File: src/rtl/forward_hazard_unit.sv
// forward_hazard_unit
// Forwarding and load-use hazard unit for the pipelined MIPS datapath. It keeps
// its own record of the instructions in EX, MEM and WB. From that record it
// produces registered per-operand forward selects for the instruction entering
// EX, and a combinational stall for ID when an operand depends on a load.
//
// Ports
//   clk, reset      rising-edge clock, synchronous active-high reset
//   id_valid        ID holds a real instruction
//   id_src          source register numbers, operand i at [i*ADDR_W +: ADDR_W]
//   id_src_used     operand i is actually read
//   id_rd           destination register of the ID instruction
//   id_regwrite     ID instruction writes id_rd
//   id_memread      ID instruction is a load
//   flush           kill the ID instruction (taken branch)
//   id_stall        hold PC and IF/ID, insert a bubble into EX (combinational)
//   ex_fwd_sel      per-operand select for the EX instruction:
//                   00 regfile, 01 EX/MEM result, 10 MEM/WB result
//   stall_cnt       saturating count of cycles with id_stall=1
//   fwd_cnt         saturating count of cycles with any ex_fwd_sel nonzero
module forward_hazard_unit #(
    parameter int ADDR_W       = 5,
    parameter int NUM_SRC      = 2,
    parameter int LOAD_BUBBLES = 1,
    parameter int CNT_W        = 16
) (
    input  logic                      clk,
    input  logic                      reset,
    input  logic                      id_valid,
    input  logic [NUM_SRC*ADDR_W-1:0] id_src,
    input  logic [NUM_SRC-1:0]        id_src_used,
    input  logic [ADDR_W-1:0]         id_rd,
    input  logic                      id_regwrite,
    input  logic                      id_memread,
    input  logic                      flush,
    output logic                      id_stall,
    output logic [2*NUM_SRC-1:0]      ex_fwd_sel,
    output logic [CNT_W-1:0]          stall_cnt,
    output logic [CNT_W-1:0]          fwd_cnt
);

    typedef struct packed {
        logic              valid;
        logic [ADDR_W-1:0] rd;
        logic              regwrite;
        logic              memread;
    } entry_t;

    localparam logic [ADDR_W-1:0] ZERO_REG_C  = {ADDR_W{1'b0}};
    localparam logic [CNT_W-1:0]  CNT_MAX_C   = {CNT_W{1'b1}};
    localparam logic [CNT_W-1:0]  CNT_ONE_C   = {{(CNT_W-1){1'b0}}, 1'b1};
    // With two load bubbles the load result is never forwarded from MEM/WB,
    // so a load sitting in MEM is also a hazard.
    localparam logic              MEM_LOAD_HAZARD_C = (LOAD_BUBBLES == 2);

    entry_t                 ex_e_r;
    entry_t                 mem_e_r;
    entry_t                 wb_e_r;
    logic [2*NUM_SRC-1:0]   ex_fwd_sel_r;
    logic [CNT_W-1:0]       stall_cnt_r;
    logic [CNT_W-1:0]       fwd_cnt_r;

    logic                   load_use_s;
    logic                   id_stall_s;
    logic                   accept_s;
    logic [2*NUM_SRC-1:0]   sel_s;
    entry_t                 id_entry_s;

    // An entry produces a result worth forwarding only if it really writes a
    // nonzero register.
    function automatic logic is_writer(input entry_t e);
        return e.valid && e.regwrite && (e.rd != ZERO_REG_C);
    endfunction

    // Per-operand hazard compare and forward select, youngest producer first.
    always_comb begin
        load_use_s = 1'b0;
        sel_s      = {(2*NUM_SRC){1'b0}};
        for (int i = 0; i < NUM_SRC; i++) begin
            logic [ADDR_W-1:0] src_s;
            logic              reads_s;
            logic              ex_hit_s;
            logic              mem_hit_s;
            src_s     = id_src[i*ADDR_W +: ADDR_W];
            reads_s   = id_src_used[i] && (src_s != ZERO_REG_C);
            ex_hit_s  = is_writer(ex_e_r) && (ex_e_r.rd == src_s);
            mem_hit_s = is_writer(mem_e_r) && (mem_e_r.rd == src_s);

            if (id_valid && reads_s && ex_hit_s && ex_e_r.memread) begin
                load_use_s = 1'b1;
            end else if (id_valid && reads_s && MEM_LOAD_HAZARD_C &&
                         mem_hit_s && mem_e_r.memread) begin
                load_use_s = 1'b1;
            end else begin
                load_use_s = load_use_s;
            end

            // A load in EX never forwards; the stall above covers it.
            if (!reads_s) begin
                sel_s[2*i +: 2] = 2'b00;
            end else if (ex_hit_s && !ex_e_r.memread) begin
                sel_s[2*i +: 2] = 2'b01;
            end else if (mem_hit_s) begin
                sel_s[2*i +: 2] = (MEM_LOAD_HAZARD_C && mem_e_r.memread) ? 2'b00 : 2'b10;
            end else begin
                sel_s[2*i +: 2] = 2'b00;
            end
        end
    end

    // A flush kills the ID instruction, so there is nothing left to stall.
    assign id_stall_s = load_use_s && !flush;
    assign accept_s   = id_valid && !id_stall_s && !flush;

    assign id_entry_s.valid    = 1'b1;
    assign id_entry_s.rd       = id_rd;
    assign id_entry_s.regwrite = id_regwrite;
    assign id_entry_s.memread  = id_memread;

    // Pipeline record advance and registered forward selects.
    always_ff @(posedge clk) begin
        if (reset) begin
            ex_e_r       <= '0;
            mem_e_r      <= '0;
            wb_e_r       <= '0;
            ex_fwd_sel_r <= {(2*NUM_SRC){1'b0}};
        end else begin
            wb_e_r  <= mem_e_r;
            mem_e_r <= ex_e_r;
            if (accept_s) begin
                ex_e_r       <= id_entry_s;
                ex_fwd_sel_r <= sel_s;
            end else begin
                ex_e_r       <= '0;
                ex_fwd_sel_r <= {(2*NUM_SRC){1'b0}};
            end
        end
    end

    // Saturating count of stall cycles.
    always_ff @(posedge clk) begin
        if (reset) begin
            stall_cnt_r <= {CNT_W{1'b0}};
        end else if (id_stall_s && (stall_cnt_r != CNT_MAX_C)) begin
            stall_cnt_r <= stall_cnt_r + CNT_ONE_C;
        end else begin
            stall_cnt_r <= stall_cnt_r;
        end
    end

    // Saturating count of cycles where the EX instruction uses a forward.
    always_ff @(posedge clk) begin
        if (reset) begin
            fwd_cnt_r <= {CNT_W{1'b0}};
        end else if ((ex_fwd_sel_r != {(2*NUM_SRC){1'b0}}) && (fwd_cnt_r != CNT_MAX_C)) begin
            fwd_cnt_r <= fwd_cnt_r + CNT_ONE_C;
        end else begin
            fwd_cnt_r <= fwd_cnt_r;
        end
    end

    assign id_stall   = id_stall_s;
    assign ex_fwd_sel = ex_fwd_sel_r;
    assign stall_cnt  = stall_cnt_r;
    assign fwd_cnt    = fwd_cnt_r;

endmodule

File: config.mk
export PLATFORM = sky130hd
export DESIGN_NAME = forward_hazard_unit
export DESIGN_NICKNAME = d
export VERILOG_FILES = /design/src/rtl/forward_hazard_unit.sv
export SDC_FILE = /design/constraint.sdc
export NUM_CORES = 1
export LEC_CHECK = 0
export CORE_MARGIN = 3
export CORE_UTILIZATION = 53
export CTS_CLUSTER_SIZE = 24
export DETAILED_ROUTE_END_ITERATION = 8
export PLACE_DENSITY = 0.88
export SYNTH_ARGS = -nofsm -noshare
export SYNTH_HDL_FRONTEND = slang
export SYNTH_SLANG_ARGS = --single-unit
File: constraint.sdc
create_clock -name clk -period 5.9 [get_ports clk]
set_input_delay 1.18 -clock clk [delete_from_list [all_inputs] [get_ports clk]]
set_output_delay 1.18 -clock clk [all_outputs]
set_load 0.01 [all_outputs]
Word-level counts from Yosys, hierarchy flattened:

Cells that the tools add are included.
W data, S select, Z words.

* logic and storage cells: 67
* register bits after elaboration: 51
* input port bits: 23

* add/subtract/negate cells: 2
* multiplexer cells: 7
* equality and inequality tests: 6
* bitwise operators: 3
* reduce and logical (&&, ||, !) cells: 36

Operators with widths (number)
* $add A16 B1 Y16 const B: 2
* $ne A16 B16 Y1 const B: 2
* $logic_and A1 B1 Y1: 23
* $eq A5 B5 Y1: 4
* $reduce_bool A5 Y1: 4
* $mux W8: 1
* $reduce_or A4 Y1: 2
* $reduce_or A3 Y1: 2
* $mux W1: 4
* $mux W2: 2
* $reduce_bool A4 Y1: 1
* $logic_not A1 Y1: 3
* $not A1 Y1: 3
* $reduce_or A2 Y1: 1

Longest topological paths before layout:

* depth after elaboration: 13
* gate-level depth with buffers: 8
* mapped depth without buffers: 7

Worst setup path before layout:

OpenSTA, ideal clock, no wires.

* kind: input to output
* start point: in id_src[1]
* end point: out id_stall
* buffers on the path: 2
* stages: 7
* required time: 4720 ps
* arrival: 2593 ps
* slack: 2127 ps
* cell sequence: or4_1 > o21ai_2 > nor3_2 > o21ai_4 > buf_6 > buf_2 > nor2_1

* cells in the longest elaborated chain, start to end: 8

Ends and longest elaborated chain
* start: declaration: line 30 `input logic [NUM_SRC*ADDR_W-1:0] id_src,`
* $reduce_bool A5 Y1: line 85 `reads_s = id_src_used[i] && (src_s != ZERO_REG_C);`
* $logic_and A1 B1 Y1: line 85
* $logic_and A1 B1 Y1
* $logic_and A1 B1 Y1 * (2 in series): line 89 `if (id_valid && reads_s && ex_hit_s && ex_e_r.memread) begin`
* $mux W1 * (2 in series): line 89
* $logic_and A1 B1 Y1 *: line 112 `assign id_stall_s = load_use_s && !flush;`
* end: declaration: line 36 `output logic id_stall,`

Every way passes the cells marked *; elsewhere a longest branch is shown, timed or not.

Worst setup path in the final report:

* start point: in id_src[6]
* end point: out id_stall

* cells in the longest elaborated chain, start to end: 7

Ends and longest elaborated chain (line)
* $reduce_bool A5 Y1: 85
* $logic_and A1 B1 Y1: 85
* $logic_and A1 B1 Y1
* $logic_and A1 B1 Y1 * (2 in series): 89
* $mux W1 *: 89
* $logic_and A1 B1 Y1 *: 112

Marks and branches as above.

==> impl_metrics.json <==
{
  "synthToLayoutAreaGrowth_pct": 28.24,
  "synth_mux_area_share_pct": 2.996,
  "root_buffer": "clkbuf_8",
  "die_h_um": 74.18,
  "vdd_drop_max_mv": 0.1454,
  "htree_levels": 2,
  "fin_crit_sh_pct": 80.89,
  "synthAdderAreaFrac_pct": 1.016,
  "track_usage_pct": 21.44,
  "rows": 24,
  "worst_pin_slew_ns": 0.8587,
  "crit_cells": 8,
  "grt_pass1_vias": 2122,
  "netlist_area_um2": 2464,
  "postSynth.asyncResetShare_pct": 0,
  "path_common_cell": "clkdlybuf4s50_1",
  "crit_required_ns": 4.72,
  "antenna_found_initial": 0,
  "rsz0062_at_grt": "no",
  "hold_violations": 0,
  "hp-class": "flop to flop",
  "status": "finished, final reports clean",
  "cts_setup_buffers": 0,
  "overflow": 0,
  "busiest_layer": "met2",
  "synth_simple_gate_area_share_pct": 30.57,
  "crit_chain": "clkdlybuf4s50_1, or4_1, o21ai_2, nor3_1, o21ai_4, buf_4, nor2_1, clkdlybuf4s50_1",
  "cts_hold_buf": 0,
  "worst_slack_ns": 1.127,
  "clock_path_buffers": 2,
  "drc_errors": 0,
  "final_util_pct": 71.57,
  "numCtsBuffers": 5,
  "use_met1_pct": 25.82,
  "maxSlewHeadroom_pct": 42.41,
  "crit_fanout": 37,
  "grt_util_met3_pct": 5.135,
  "post-place-ws_ns": 1.179,
  "avgRoutedWirePerCell_um": 14.75,
  "die_w_um": 74.18,
  "dieArea_um2": 5503,
  "synth_edf_count": 0,
  "powerDensity_nw_per_um2": 183.9,
  "finalSetupTns_ns": 0,
  "post_dp_cell_area_um2": 3078,
  "critPathBufInv": 3,
  "maxClockFrequency_mhz": 209.5,
  "routed_via_density": 5.790,
  "grt_pass1_wl_mm": 9.239,
  "yosys_warnings": 0,
  "crit_end": "id_stall",
  "final_area_um2": 3159,
  "synth-seq-cells": 51,
  "r2r_cells": 6,
  "fillers": 332,
  "pin_count": 60,
  "rrSetupSlack_ns": 3.61,
  "synth_flop_cell": "dfxtp_1",
  "core_area_um2": 4414,
  "finClkSkew_ns": 0.01381,
  "first_pass_iters": 4,
  "place_congestion": 0.9366,
  "cts_tree": "done",
  "ys_seq_area_share_pct": 41.44,
  "synth_compound_gate_area_share_pct": 8.989,
  "diodes": 0,
  "fin_crit_ns": 4.773,
  "crit_start": "id_src[6]",
  "r2r-end": "stall_cnt[13]",
  "synth_cells": 270,
  "reg2reg_from": "stall_cnt[4]",
  "drv_cap": 0,
  "hold_ws_ns": 0.4736,
  "synth_xor_area_share_pct": 12.09,
  "final_nets": 353,
  "clkSinkCount": 51,
  "synthDistinctLibCells": 44,
  "grt_max_degree": 38,
  "worst_path_dominant_cell_family": "buffers and inverters",
  "wl_mm": 5.620,
  "p_leak_nw": 1.116,
  "cp-start-kind": "input pin",
  "dp_hpwl_mm": 4.084,
  "drt_iter0_markers": 137,
  "synth.avg_cell_area_um2": 9.124,
  "placed_cells": 373,
  "critPathSlowestCell": "or4_1",
  "crit_type": "input pin to output pin",
  "clock_latency_ns": 0.30,
  "clkTransAtPathRegs_ns": 0.09,
  "synth_top_family_by_area": "simple AND/OR/NAND/NOR gates",
  "drive_gt1_share_pct": 6.687,
  "finalPower_mw": 0.5810,
  "cts.repair.resized": 0,
  "finalSetupViolCount": 0,
  "slew_violations": 0,
  "num_vias": 2206,
  "use_met2_pct": 37.11,
  "ant_nets": 0,
  "instances_no_fill": 381,
  "cpPeakStageDelay_ns": 0.59,
  "cp.arrival_ns": 3.59,
  "worstSetupEndpointType": "output pin",
  "synth_fp_nets": 295,
  "portBuffers": 59,
  "start_util_pct": 55.81
}
how the worst min path moves through the flow:
stage / cells past startpoint / to / startpoint
after global placement: 1 / mem_e_r[7] / ex_e_r[7]
after global routing: 1 / mem_e_r[7] / ex_e_r[7]
after CTS: 1 / mem_e_r[7] / ex_e_r[7]
after floorplan: 1 / mem_e_r[7] / ex_e_r[7]
final: 1 / mem_e_r[7] / ex_e_r[7]
after detailed placement: 1 / mem_e_r[7] / ex_e_r[7]
cell usage after synthesis, types with 2 or more instances:
cell	n	area, µm²
and4_1	2	17.52
inv_1	4	15.01
or4_1	10	75.07
nand3_1	18	90.09
nor2b_1	12	75.07
ha_1	2	25.02
buf_6	2	22.52
mux2_2	3	33.78
nor2_1	25	93.84
buf_2	3	15.01
xnor2_1	19	166.4
xor2_1	15	131.4
or3_1	7	43.79
buf_1	2	7.510
mux2_4	2	30.03
clkbuf_1	3	11.26
a21oi_1	12	60.06
nand2_1	15	56.30
and3_1	16	100.1
nand4_1	3	18.77
dfxtp_1	51	1021
o31ai_1	6	45.04
nor3_1	5	25.02
nor4b_2	2	30.03
nor4_1	8	50.05
o21ai_1	4	20.02
o21ai_2	2	17.52
area by class of cell:
| cell class | instances | area (µm²) | area share, % |
|---|---|---|---|
| multi-input combinational | 205 | 1371 | 43.41 |
| sequential | 51 | 1021 | 32.32 |
| timing repair buffer | 61 | 605.6 | 19.17 |
| clock buffer | 7 | 76.32 | 2.416 |
| tap | 52 | 65.06 | 2.059 |
| inverter | 4 | 15.01 | 0.4752 |
| clock inverter | 1 | 5.005 | 0.1584 |
where the power goes:
part / internal (mW) / switching, mW / leakage (nW)
combinational: 0.0227 / 0.0196 / 0.662
clock: 0.0835 / 0.106 / 0.0422
sequential: 0.346 / 0.00269 / 0.412
total: 0.452 / 0.129 / 1.12
per-layer routing:
layer	wire length, µm	vias up
met5	0	-
met4	85	0
met3	273	10
met2	2842	70
met1	2419	1045
li1	-	1081
registers in the layout, indices dropped and copies added (netlist names):
name and count:
ex_fwd_sel 4, ex_e_r 8, stall_cnt 16, fwd_cnt 16, mem_e_r 7
cell families (layout without fill, tap and decap cells):
group,count (synthesis),after routing
fa+ha+maj,2,2
simple gates,131,131
mux,6,6
buf+inv,14,73
xor+xnor,34,34
compound gates,32,32
flops,51,51
layout by cell type, fill, tap and decap left out, types with 2 or more instances in the layout:
cell type	instances
ha_1	2
mux2_2	3
inv_1	4
o31ai_1	6
clkbuf_8	5
xor2_1	15
nor4b_2	2
clkdlybuf4s50_1	59
or3_1	7
nor2_1	25
dfxtp_1	51
o21ai_2	2
and3_1	16
o21ai_1	4
xnor2_1	19
and4_1	2
buf_4	2
or4_1	10
nand4_1	3
nand3_1	18
clkbuf_1	2
mux2_4	2
nor4_1	8
nand2_1	15
a21oi_1	12
nor2b_1	12
nor3_1	5
worst register-to-register path, delay by kind of cell, from the launching register on:
kind | cells | cell delay, ns
simple gates | 4 | 1.34
compound gates | 2 | 0.50
flops | 1 | 0.38
(Power assumes the default switching activity.)
